[config.mk]
export PLATFORM = sky130hd
export DESIGN_NAME = keypad_scanner_flat
export DESIGN_NICKNAME = d
export VERILOG_FILES = /design/src/rtl/keypad_pkg.sv /design/src/rtl/keypad_scanner_if.sv /design/src/rtl/keypad_col_scan.sv /design/src/rtl/keypad_scanner.sv /design/src/flat_wrapper.sv
export SDC_FILE = /design/constraint.sdc
export NUM_CORES = 1
export LEC_CHECK = 0
export BUFFER_PORTS_ARGS = -buffer_cell sky130_fd_sc_hd__buf_2
export CAP_MARGIN = 0
export CORE_MARGIN = 1
export CORE_UTILIZATION = 55
export DETAILED_ROUTE_END_ITERATION = 16
export GPL_TIMING_DRIVEN = 0
export PLACE_DENSITY = 0.73
export SYNTH_ARGS = -nofsm -noshare
export SYNTH_HDL_FRONTEND = slang
export SYNTH_SLANG_ARGS = --single-unit
[constraint.sdc]
create_clock -name CLK100MHZ -period 7.17 [get_ports CLK100MHZ]
set_input_delay 1.434 -clock CLK100MHZ [delete_from_list [all_inputs] [get_ports CLK100MHZ]]
set_output_delay 1.434 -clock CLK100MHZ [all_outputs]
set_load 0.005 [all_outputs]
[src/rtl/keypad_pkg.sv]
// Shared types and key map for the 4x4 keypad scanner.
// Latency: n/a (types, constants and a lookup function only).
// Backpressure: n/a.
package keypad_pkg;

    // Debounce FSM states.
    typedef enum logic [1:0] {
        IDLE    = 2'd0,
        CAND    = 2'd1,
        PRESSED = 2'd2,
        REL     = 2'd3
    } kp_state_e;

    // Outcome of one full 4-column scan frame.
    typedef enum logic [1:0] {
        NONE  = 2'd0,
        KEY   = 2'd1,
        MULTI = 2'd2
    } frame_res_e;

    // Hex code per key. The index is c*4+r, so element 0 is row 0 / column 0.
    // Layout by row: r0: 1 2 3 A | r1: 4 5 6 B | r2: 7 8 9 C | r3: 0 F E D.
    localparam logic [15:0][3:0] KEY_MAP = {
        4'hD, 4'hC, 4'hB, 4'hA,     // c3: r3..r0
        4'hE, 4'h9, 4'h6, 4'h3,     // c2
        4'hF, 4'h8, 4'h5, 4'h2,     // c1
        4'h0, 4'h7, 4'h4, 4'h1      // c0
    };

    function automatic logic [3:0] key_code(input logic [3:0] idx);
        return KEY_MAP[idx];
    endfunction

endpackage

[src/rtl/keypad_scanner_if.sv]
// Keypad-side and consumer-side signal bundle of the keypad scanner.
// Latency: n/a (wires only).
// Backpressure: none; KEYSTROBE is a fire-and-forget one-cycle event.
// Ports: ROW (keypad rows, active-low), COL (column drive, one-hot active-low),
//        KEYVAL (last accepted key), KEYDOWN (debounced held level), KEYSTROBE (press event).
// master = scanner side, slave = keypad + downstream consumer side.
interface keypad_scanner_if;
    logic [3:0] ROW;
    logic [3:0] COL;
    logic [3:0] KEYVAL;
    logic       KEYDOWN;
    logic       KEYSTROBE;

    modport master (
        input  ROW,
        output COL,
        output KEYVAL,
        output KEYDOWN,
        output KEYSTROBE
    );

    modport slave (
        output ROW,
        input  COL,
        input  KEYVAL,
        input  KEYDOWN,
        input  KEYSTROBE
    );
endinterface

[src/rtl/keypad_col_scan.sv]
// Column scanner: drives one column per dwell, samples rows, classifies each 4-column frame.
// Latency: frame result valid (frame_done_o pulse) the cycle after the column-3 sample.
// Backpressure: none; the result is a one-cycle pulse that the consumer must take.
// Ports: clk_i, rst_ni (async active-low), row_i (synchronised rows, active-low),
//        col_o (column drive), frame_done_o, frame_res_o (NONE/KEY/MULTI), frame_code_o.
module keypad_col_scan
    import keypad_pkg::*;
#(
    parameter int SCAN_DIV = 100000
) (
    input  logic       clk_i,
    input  logic       rst_ni,
    input  logic [3:0] row_i,
    output logic [3:0] col_o,
    output logic       frame_done_o,
    output frame_res_e frame_res_o,
    output logic [3:0] frame_code_o
);

    localparam int DW = (SCAN_DIV > 1) ? $clog2(SCAN_DIV) : 1;

    logic [DW-1:0] dwell_q, dwell_d;
    logic [1:0]    col_q, col_d;
    logic [1:0]    acc_cnt_q, acc_cnt_d;   // hits so far this frame, saturating at 2
    logic [3:0]    acc_idx_q, acc_idx_d;   // c*4+r of the first (lowest-index) hit
    logic          done_q, done_d;
    frame_res_e    res_q, res_d;
    logic [3:0]    code_q, code_d;

    logic          last_dwell;
    logic [2:0]    col_hits;
    logic [1:0]    first_row;
    logic [2:0]    tot_hits;
    logic [1:0]    mrg_cnt;
    logic [3:0]    mrg_idx;

    always_comb begin
        last_dwell = (dwell_q == DW'(SCAN_DIV - 1));

        // Hits in the current column; scanning rows from the top down leaves
        // first_row at the lowest active row.
        col_hits  = 3'd0;
        first_row = 2'd0;
        for (int r = 3; r >= 0; r--) begin
            if (!row_i[r]) begin
                col_hits  = col_hits + 3'd1;
                first_row = 2'(r);
            end
        end

        // Columns are visited in ascending order, so the first hit ever seen
        // in the frame is the lowest c*4+r; later hits never replace it.
        tot_hits = {1'b0, acc_cnt_q} + col_hits;
        mrg_cnt  = (tot_hits >= 3'd2) ? 2'd2 : tot_hits[1:0];
        mrg_idx  = (acc_cnt_q == 2'd0) ? {col_q, first_row} : acc_idx_q;

        dwell_d   = last_dwell ? '0 : dwell_q + DW'(1);
        col_d     = last_dwell ? col_q + 2'd1 : col_q;
        acc_cnt_d = acc_cnt_q;
        acc_idx_d = acc_idx_q;
        done_d    = 1'b0;
        res_d     = res_q;
        code_d    = code_q;

        if (last_dwell) begin
            if (col_q == 2'd3) begin
                done_d    = 1'b1;
                code_d    = key_code(mrg_idx);
                acc_cnt_d = 2'd0;
                acc_idx_d = 4'd0;
                case (mrg_cnt)
                    2'd0:    res_d = NONE;
                    2'd1:    res_d = KEY;
                    default: res_d = MULTI;
                endcase
            end else begin
                acc_cnt_d = mrg_cnt;
                acc_idx_d = mrg_idx;
            end
        end
    end

    always_ff @(posedge clk_i or negedge rst_ni) begin
        if (!rst_ni) begin
            dwell_q   <= '0;
            col_q     <= 2'd0;
            acc_cnt_q <= 2'd0;
            acc_idx_q <= 4'd0;
            done_q    <= 1'b0;
            res_q     <= NONE;
            code_q    <= 4'd0;
        end else begin
            dwell_q   <= dwell_d;
            col_q     <= col_d;
            acc_cnt_q <= acc_cnt_d;
            acc_idx_q <= acc_idx_d;
            done_q    <= done_d;
            res_q     <= res_d;
            code_q    <= code_d;
        end
    end

    assign col_o        = ~(4'b0001 << col_q);
    assign frame_done_o = done_q;
    assign frame_res_o  = res_q;
    assign frame_code_o = code_q;

endmodule

[src/rtl/keypad_scanner.sv]
// 4x4 matrix keypad scanner: row synchroniser, column scan, frame debounce, hex key output.
// Latency: press stable from a frame start -> KEYSTROBE DEBOUNCE_SCANS frames later + 1 cycle.
// Backpressure: none; KEYSTROBE is a one-cycle event, KEYVAL/KEYDOWN are held levels.
// Ports: CLK100MHZ, RSTN (async active-low), kp (keypad_scanner_if.master: ROW in;
//        COL, KEYVAL, KEYDOWN, KEYSTROBE out).
// Build option: define KEYPAD_GHOST_REJECT_EN to reject multi-key frames instead of
//        resolving them to the lowest-index key.
module keypad_scanner
    import keypad_pkg::*;
#(
    parameter int SCAN_DIV       = 100000,
    parameter int DEBOUNCE_SCANS = 8
) (
    input  logic                      CLK100MHZ,
    input  logic                      RSTN,
    keypad_scanner_if.master          kp
);

`ifdef KEYPAD_GHOST_REJECT_EN
    localparam bit GHOST_REJECT = 1'b1;
`else
    localparam bit GHOST_REJECT = 1'b0;
`endif

    localparam int CW = $clog2(DEBOUNCE_SCANS + 1);

    // Rows idle high (external pull-ups), so the synchroniser resets to all-ones.
    logic [3:0] row_s1_q, row_s2_q;

    always_ff @(posedge CLK100MHZ or negedge RSTN) begin
        if (!RSTN) begin
            row_s1_q <= 4'hF;
            row_s2_q <= 4'hF;
        end else begin
            row_s1_q <= kp.ROW;
            row_s2_q <= row_s1_q;
        end
    end

    logic       frame_done;
    frame_res_e frame_res;
    logic [3:0] frame_code;
    logic [3:0] col;

    keypad_col_scan #(
        .SCAN_DIV (SCAN_DIV)
    ) u_col_scan (
        .clk_i        (CLK100MHZ),
        .rst_ni       (RSTN),
        .row_i        (row_s2_q),
        .col_o        (col),
        .frame_done_o (frame_done),
        .frame_res_o  (frame_res),
        .frame_code_o (frame_code)
    );

    kp_state_e   state_q, state_d;
    logic [3:0]  cand_q, cand_d;
    logic [CW-1:0] cnt_q, cnt_d;
    logic [3:0]  keyval_q, keyval_d;
    logic        keydown_q, keydown_d;
    logic        strobe_q, strobe_d;

    logic        key_seen;   // frame yields a usable key code
    logic        any_down;   // frame shows at least one key closed
    logic [CW:0] cnt_inc;
    logic        cnt_full;

    always_comb begin
        // With ghost rejection a multi-key frame never produces a code, but it
        // still counts as "something held" once a key has been accepted.
        key_seen = (frame_res == KEY) || (!GHOST_REJECT && (frame_res == MULTI));
        any_down = (frame_res != NONE);
        cnt_inc  = {1'b0, cnt_q} + (CW+1)'(1);
        cnt_full = (cnt_inc >= (CW+1)'(DEBOUNCE_SCANS));

        state_d   = state_q;
        cand_d    = cand_q;
        cnt_d     = cnt_q;
        keyval_d  = keyval_q;
        keydown_d = keydown_q;
        strobe_d  = 1'b0;

        if (frame_done) begin
            case (state_q)
                IDLE: begin
                    if (key_seen) begin
                        cand_d = frame_code;
                        if (DEBOUNCE_SCANS <= 1) begin
                            state_d   = PRESSED;
                            cnt_d     = '0;
                            keyval_d  = frame_code;
                            keydown_d = 1'b1;
                            strobe_d  = 1'b1;
                        end else begin
                            state_d = CAND;
                            cnt_d   = CW'(1);
                        end
                    end
                end
                CAND: begin
                    if (key_seen) begin
                        if (frame_code == cand_q) begin
                            if (cnt_full) begin
                                state_d   = PRESSED;
                                cnt_d     = '0;
                                keyval_d  = cand_q;
                                keydown_d = 1'b1;
                                strobe_d  = 1'b1;
                            end else begin
                                cnt_d = cnt_inc[CW-1:0];
                            end
                        end else begin
                            cand_d = frame_code;
                            cnt_d  = CW'(1);
                        end
                    end else begin
                        state_d = IDLE;
                        cnt_d   = '0;
                    end
                end
                PRESSED: begin
                    // Key changes while held are ignored until a clean release.
                    if (!any_down) begin
                        if (DEBOUNCE_SCANS <= 1) begin
                            state_d   = IDLE;
                            cnt_d     = '0;
                            keydown_d = 1'b0;
                        end else begin
                            state_d = REL;
                            cnt_d   = CW'(1);
                        end
                    end
                end
                REL: begin
                    if (!any_down) begin
                        if (cnt_full) begin
                            state_d   = IDLE;
                            cnt_d     = '0;
                            keydown_d = 1'b0;
                        end else begin
                            cnt_d = cnt_inc[CW-1:0];
                        end
                    end else begin
                        // Release glitch: back to held without a fresh strobe.
                        state_d = PRESSED;
                        cnt_d   = '0;
                    end
                end
                default: begin
                    state_d = IDLE;
                    cnt_d   = '0;
                end
            endcase
        end
    end

    always_ff @(posedge CLK100MHZ or negedge RSTN) begin
        if (!RSTN) begin
            state_q   <= IDLE;
            cand_q    <= 4'd0;
            cnt_q     <= '0;
            keyval_q  <= 4'd0;
            keydown_q <= 1'b0;
            strobe_q  <= 1'b0;
        end else begin
            state_q   <= state_d;
            cand_q    <= cand_d;
            cnt_q     <= cnt_d;
            keyval_q  <= keyval_d;
            keydown_q <= keydown_d;
            strobe_q  <= strobe_d;
        end
    end

    assign kp.COL       = col;
    assign kp.KEYVAL    = keyval_q;
    assign kp.KEYDOWN   = keydown_q;
    assign kp.KEYSTROBE = strobe_q;

endmodule
[src/flat_wrapper.sv]
// flat-port wrapper written by rule: the top's interface ports become plain ports
module keypad_scanner_flat import keypad_pkg::*;
#(
    parameter int SCAN_DIV       = 100000,
    parameter int DEBOUNCE_SCANS = 8
)
  (CLK100MHZ, RSTN, kp_ROW, kp_COL, kp_KEYVAL, kp_KEYDOWN, kp_KEYSTROBE);
  keypad_scanner_if kp_i ();
  input  logic CLK100MHZ;
  input  logic RSTN;
  input wire logic [$bits(kp_i.ROW)-1:0] kp_ROW;
  output wire logic [$bits(kp_i.COL)-1:0] kp_COL;
  output wire logic [$bits(kp_i.KEYVAL)-1:0] kp_KEYVAL;
  output wire logic [$bits(kp_i.KEYDOWN)-1:0] kp_KEYDOWN;
  output wire logic [$bits(kp_i.KEYSTROBE)-1:0] kp_KEYSTROBE;
  assign kp_i.ROW = kp_ROW;
  assign kp_COL = kp_i.COL;
  assign kp_KEYVAL = kp_i.KEYVAL;
  assign kp_KEYDOWN = kp_i.KEYDOWN;
  assign kp_KEYSTROBE = kp_i.KEYSTROBE;
  keypad_scanner #(.SCAN_DIV(SCAN_DIV), .DEBOUNCE_SCANS(DEBOUNCE_SCANS)) u_core (.CLK100MHZ(CLK100MHZ), .RSTN(RSTN), .kp(kp_i));
endmodule
; After elaboration in Yosys (flattened, before gate mapping)
; Memory sizes are Yosys's and may differ from the RTL's. A register that Yosys moved wholly into a read port is not among the register bits.
; Cells that the tools add are included.
[word_totals]
ff_bits = 52
latch_bits = 0
mem_bits_rw = 0
mem_bits_ro = 64
output_inout_bits = 10
word_cells = 106
n_memories = 1
[mem_list]
columns = memory, words, word_bits, rd, rd_ports_with_merged_regs, write_ports, line
row1 = (name not given), 16, 4, 1, 1, 0, keypad_pkg.sv:31  ; return KEY_MAP[idx];
[op_classes]
addsub = 7
mul = 0
div_mod_pow = 0
magnitude_cmp = 2
n_eq_ne = 20
shifts = 1
mux = 46
bitwise_logic = 1
n_reduce_logical = 14
[ops]
columns = operator, n
row1 = 4-bit two-way mux, 11
row2 = 2-bit two-way mux, 13
row3 = "17-bit by 1-bit adder with 17-bit output, second input constant", 1
row4 = "17-bit == test, second input constant", 1
row5 = 17-bit two-way mux, 1
row6 = 4-bit case mux with 4 select lines, 1
row7 = 1-bit two-way mux, 13
row8 = "2-bit by 1-bit != test with 1-bit output, second input constant", 5
row9 = 5-bit AND reduction, 2
row10 = "3-bit by 1-bit adder with 3-bit output, second input constant", 3
row11 = 3-bit two-way mux, 3
row12 = "2-bit == test, second input constant", 4
row13 = 2-bit case mux with 4 select lines, 1
row14 = 4-bit case mux with 2 select lines, 1
row15 = 7-bit AND reduction, 1
row16 = "2-bit by 1-bit == test with 1-bit output, second input constant", 3
row17 = 2-bit logical NOT, 3
row18 = "2-bit != test, second input constant", 3
row19 = "3-bit != test, second input constant", 2
row20 = 6-bit AND reduction, 1
row21 = 2-bit nonzero test, 3
row22 = "4-bit by 1-bit adder with 5-bit output, second input constant", 1
row23 = "5-bit by 4-bit >= comparator with 1-bit output, second input constant", 1
row24 = 4-bit == test, 1
row25 = other kinds (12), 12

; Depth between registers and ports, before layout
[depth]
depth_word = 12
mapped_depth = 10

; Cells and area by module
; A second synthesis with hierarchy kept.
[unflattened]
hier_cells = 272
area_unflattened_um2 = 2977.9
[modules_own_cells]
columns = mod, instances, cells_each, area_per_inst_um2, seq_area_each_um2
row1 = keypad_col_scan, 1, 188, 1903.1, 800.8
row2 = keypad_scanner, 1, 84, 1074.8, 610.6

; Worst setup path before layout
; No wires, ideal clock.
[synth_timing]
kind = flip-flop to flip-flop
start = reg u_core.row_s2_q[2]
end = reg u_core.u_col_scan.acc_cnt_q[1]
setup_time_ps = 95
t_arrival_ps = 2694
path_slack_ps = 4381
stages_incl_launch_ff = 10
n_path_buf = 0
path_cell_list = dfstp_2 > inv_1 > ha_1 > xnor2_1 > ha_1 > mux2_2 > fa_1 > xnor3_1 > nor2b_1 > o31ai_1
[synth_via]
elab_chain_len = 9
[synth_rtl]
columns = item, line
row1 = "start, declared", keypad_scanner.sv:28  ; logic [3:0] row_s1_q, row_s2_q;
row2 = "start signal, assigned", keypad_scanner.sv:36  ; row_s2_q <= row_s1_q;
row3 = 3-bit two-way mux *, keypad_col_scan.sv:45  ; if (!row_i[r]) begin
row4 = 3-bit by 1-bit adder with 3-bit output, keypad_col_scan.sv:46  ; col_hits = col_hits + 3'd1;
row5 = 3-bit two-way mux *, keypad_col_scan.sv:45
row6 = 3-bit by 1-bit adder with 3-bit output, keypad_col_scan.sv:46
row7 = 3-bit two-way mux *, keypad_col_scan.sv:45
row8 = 2-bit by 3-bit adder with 3-bit output *, keypad_col_scan.sv:53  ; tot_hits = {1'b0, acc_cnt_q} + col_hits;
row9 = 3-bit by 2-bit >= comparator with 1-bit output, keypad_col_scan.sv:54  ; mrg_cnt = (tot_hits >= 3'd2) ? 2'd2 : tot_hits[1:0];
row10 = 2-bit two-way mux *, keypad_col_scan.sv:54
row11 = 2-bit two-way mux *, keypad_col_scan.sv:66  ; if (col_q == 2'd3) begin
row12 = "end signal, assigned", keypad_col_scan.sv:95  ; acc_cnt_q <= acc_cnt_d;
row13 = "end, declared", keypad_col_scan.sv:24  ; logic [1:0] acc_cnt_q, acc_cnt_d;
; Every way passes the cells marked *; elsewhere a longest branch is shown, timed or not.
; A chain may end at the register's enable or synchronous reset.

; Worst setup path after layout
; Same ends and word-level chain as after synthesis.

==> results.toml <==
[floorplanning]
dieArea_mm2 = 0.00560
die_w_um = 74.9
rows = 26
pin_count = 16
core_mm2 = 0.00511
fp.dieH_um = 74.9
start_util_pct = 57.2

[synth]
synth-main-ff-cell = "dfrtp_1"
synth_cells = 268
syn-num-nets = 291
async_reset_ff_share_pct = 100
yosysMostFrequentCell = "dfrtp_1"
ys_seq_elements = 56
yosysTopAreaCell = "dfrtp_1"
ys_types = 53
netlist_area_mm2 = 0.00292
synthTopCellsByCount = "dfrtp_1, inv_1, nand2_1"
netlist.area_leader.share_pct = 41.1
synth_edf_count = 0
synth_area_leaders = "dfrtp_1, dfstp_2, ha_1, xnor2_1, mux2_2"
ys_seq_area_share_pct = 48.3
synth.avg_cell_area_um2 = 10.9
ys.warnings.count = 0

[critical_path]
regToRegStartpoint = "u_core.row_s2_q[2]"
worstPathArrival_ns = 3.12
path_class = "reg -> reg"
cp-end-kind = "flop"
critPathLaunchType = "flop"
critPathLaunch = "u_core.row_s2_q[2]"
cp_max_fo = 4
required_ns = 7.38
worst-r2r-cell-count = 9

[layout]
num_antenna_cells = 0
fin_cells = 361
area_delta_synth_final_pct = 8.31
filler_cell_count = 445
nets = 313
drive_gt1_share_pct = 15.1

[power_and_ir_drop]
ir_drop_mv = 0.0888
power_per_cell_area_mw_per_mm2 = 160
pwr-share-clk_pct = 31.5
seq_power_share_pct = 63.7
swShare_pct = 21.3
p_leak_nw = 1.55
power.switching_w = 0.000107
p_int_w = 0.000398
p_comb_share_pct = 4.9

[timing]
setup_viol = 0
slew_headroom_pct = 20.5
tns_ns = 0
hold_viol_final = 0
period_needed_ns = 2.92
rsz0062_at_grt = "no"
worst_slack_ns = 4.25
finalClockSkew_ns = 0.00726
fmax_mhz = 343
post-route-period-util_pct = 40.7
worst_pin_slew_ns = 1.19
maxSlewViolCount = 0

[run_status]
status = "finished clean"

[global_route]
grt_antenna_before_repair = 0
grt_pass1_wl_um = 8490
gr-total-overflow = 0
grt_max_degree = 57
grt_pass1_vias = 1921
grtUsageTotal_pct = 19.9

[cts]
cts_tree = "built"
clk_latency_ns = 0.30
cts_setup_buffers = 0
cts.htree.levels = 2
clk_pin_slew_worst_paths_ns = 0.09
cts_resized = 0
ctsLongestPathBuffers = 2
cts.sinks = 56
cts_root_buffer = "clkbuf_8"
cts_hold_buf = 0
cts_inserted_buffers = 5

[placed_design]
gp_congestion = 0.844
dp.cells = 353
preCtsSetupSlack_ns = 4.23
dp_hpwl_um = 3550
port_buffers = 15

[drt]
drcViolationCount = 0
firstDrtPassIters = 4
drt-initial-drc-count = 113
wl_per_cell_um = 13.6
routed_wl_um = 4910
vias = 1985
drtAntennaViolNets = 0
viasPerCell = 5.50

[hold_path]
hold_depth = 0
worstHoldStart = "u_core.row_s1_q[1]"
min_path_type = "reg -> reg"

[job]
drv_cap = 0
[final timing paths]
kind	endpoint	slack, ns
worst max-delay path	u_core.u_col_scan.acc_cnt_q[1]	4.25
min in group asynchronous	u_core.kp.KEYSTROBE	1.38
worst min register to register	u_core.row_s2_q[1]	0.36
worst min-delay path	u_core.row_s2_q[1]	0.36
max in group asynchronous	u_core.u_col_scan.col_q[0]	5.08
worst max register to register	u_core.u_col_scan.acc_cnt_q[1]	4.25
[registers in the layout, summed over array words and instances, names as in the netlist, 4 cells and up]
signal                          flops
u_core.u_col_scan.acc_idx_q         4
u_core.u_col_scan.dwell_q          17
u_core.u_col_scan.frame_code_o      4
u_core.cnt_q                        4
u_core.row_s1_q                     4
u_core.row_s2_q                     4
u_core.cand_q                       4
u_core.kp.KEYVAL                    4
[metal layers]
layer / vias up / routed length, µm / share of wire [%] / track usage (%)
met1: 944 / 2350 / 48 / 26.6
li1: 1001 / - / - / -
met5: - / 0 / 0 / 0
met3: 6 / 136 / 2.8 / 2.81
met4: 0 / 72 / 1.5 / 7.13
met2: 34 / 2350 / 48 / 33.4
[cell families after synthesis]
logic type,share of synthesized area (%)
multiplexers,6.94
AND/OR/NAND/NOR,16.7
AO/OA/AOI/OAI,9.81
flip-flops,48.3
buffers and inverters,3.26
adder cells (fa/ha/maj),7.88
XOR/XNOR,7.07
[power groups by stage]
stage	sequential, W	clock [W]	combinational, W
after detailed placement	0.000328	0	0.0000252
after CTS	0.000322	0.000167	0.0000252
after floorplan	0.000327	0	0.0000149
final	0.000321	0.000159	0.0000247
after global placement	0.000327	0	0.0000246
after global routing	0.000322	0.000175	0.0000290
[worst max-delay path: stages (launching register included)]
cell and delay, ns:
dfstp_2 0.56, inv_1 0.05, ha_1 0.32, xnor2_1 0.23, ha_1 0.27, mux2_2 0.28, fa_1 0.41, xnor3_1 0.38
nor2b_1 0.15, o31ai_1 0.19
[cell type report]
type                    count  area (µm²)  share of cell area, %
multi-input cells         187        1410                   44.7
flip-flops and latches     56        1410                   44.6
well taps                  70        87.6                   2.77
inverters                  21        78.8                   2.49
clock buffers               7        76.3                   2.41
repair buffers             15        75.1                   2.37
plain buffers               4        16.3                  0.514
clock inverters             1        3.75                  0.119
[layout by cell type (no fill, tap or decap), drive strengths merged, types with 9 or more instances in the layout]
cell type / count
buf: 16
clkbuf: 10
dfrtp: 48
ha: 16
inv: 21
mux2: 10
mux2i: 9
nand2: 20
nand3: 10
nor2: 14
xnor2: 13
[stage by stage]
stage          power [W]  instance area [µm²]  util, %  hold WS [ns]
2_1_floorplan   0.000342                 2920        -         0.345
3_3_place_gp    0.000352                 3080     60.4         0.346
3_5_place_dp    0.000353                 3080     60.4         0.347
4_1_cts         0.000513                 3160     61.9         0.360
5_1_grt         0.000526                 3160     61.9         0.366
6_report        0.000505                 3160     61.9         0.359
Power figures use the tool's default switching activity.
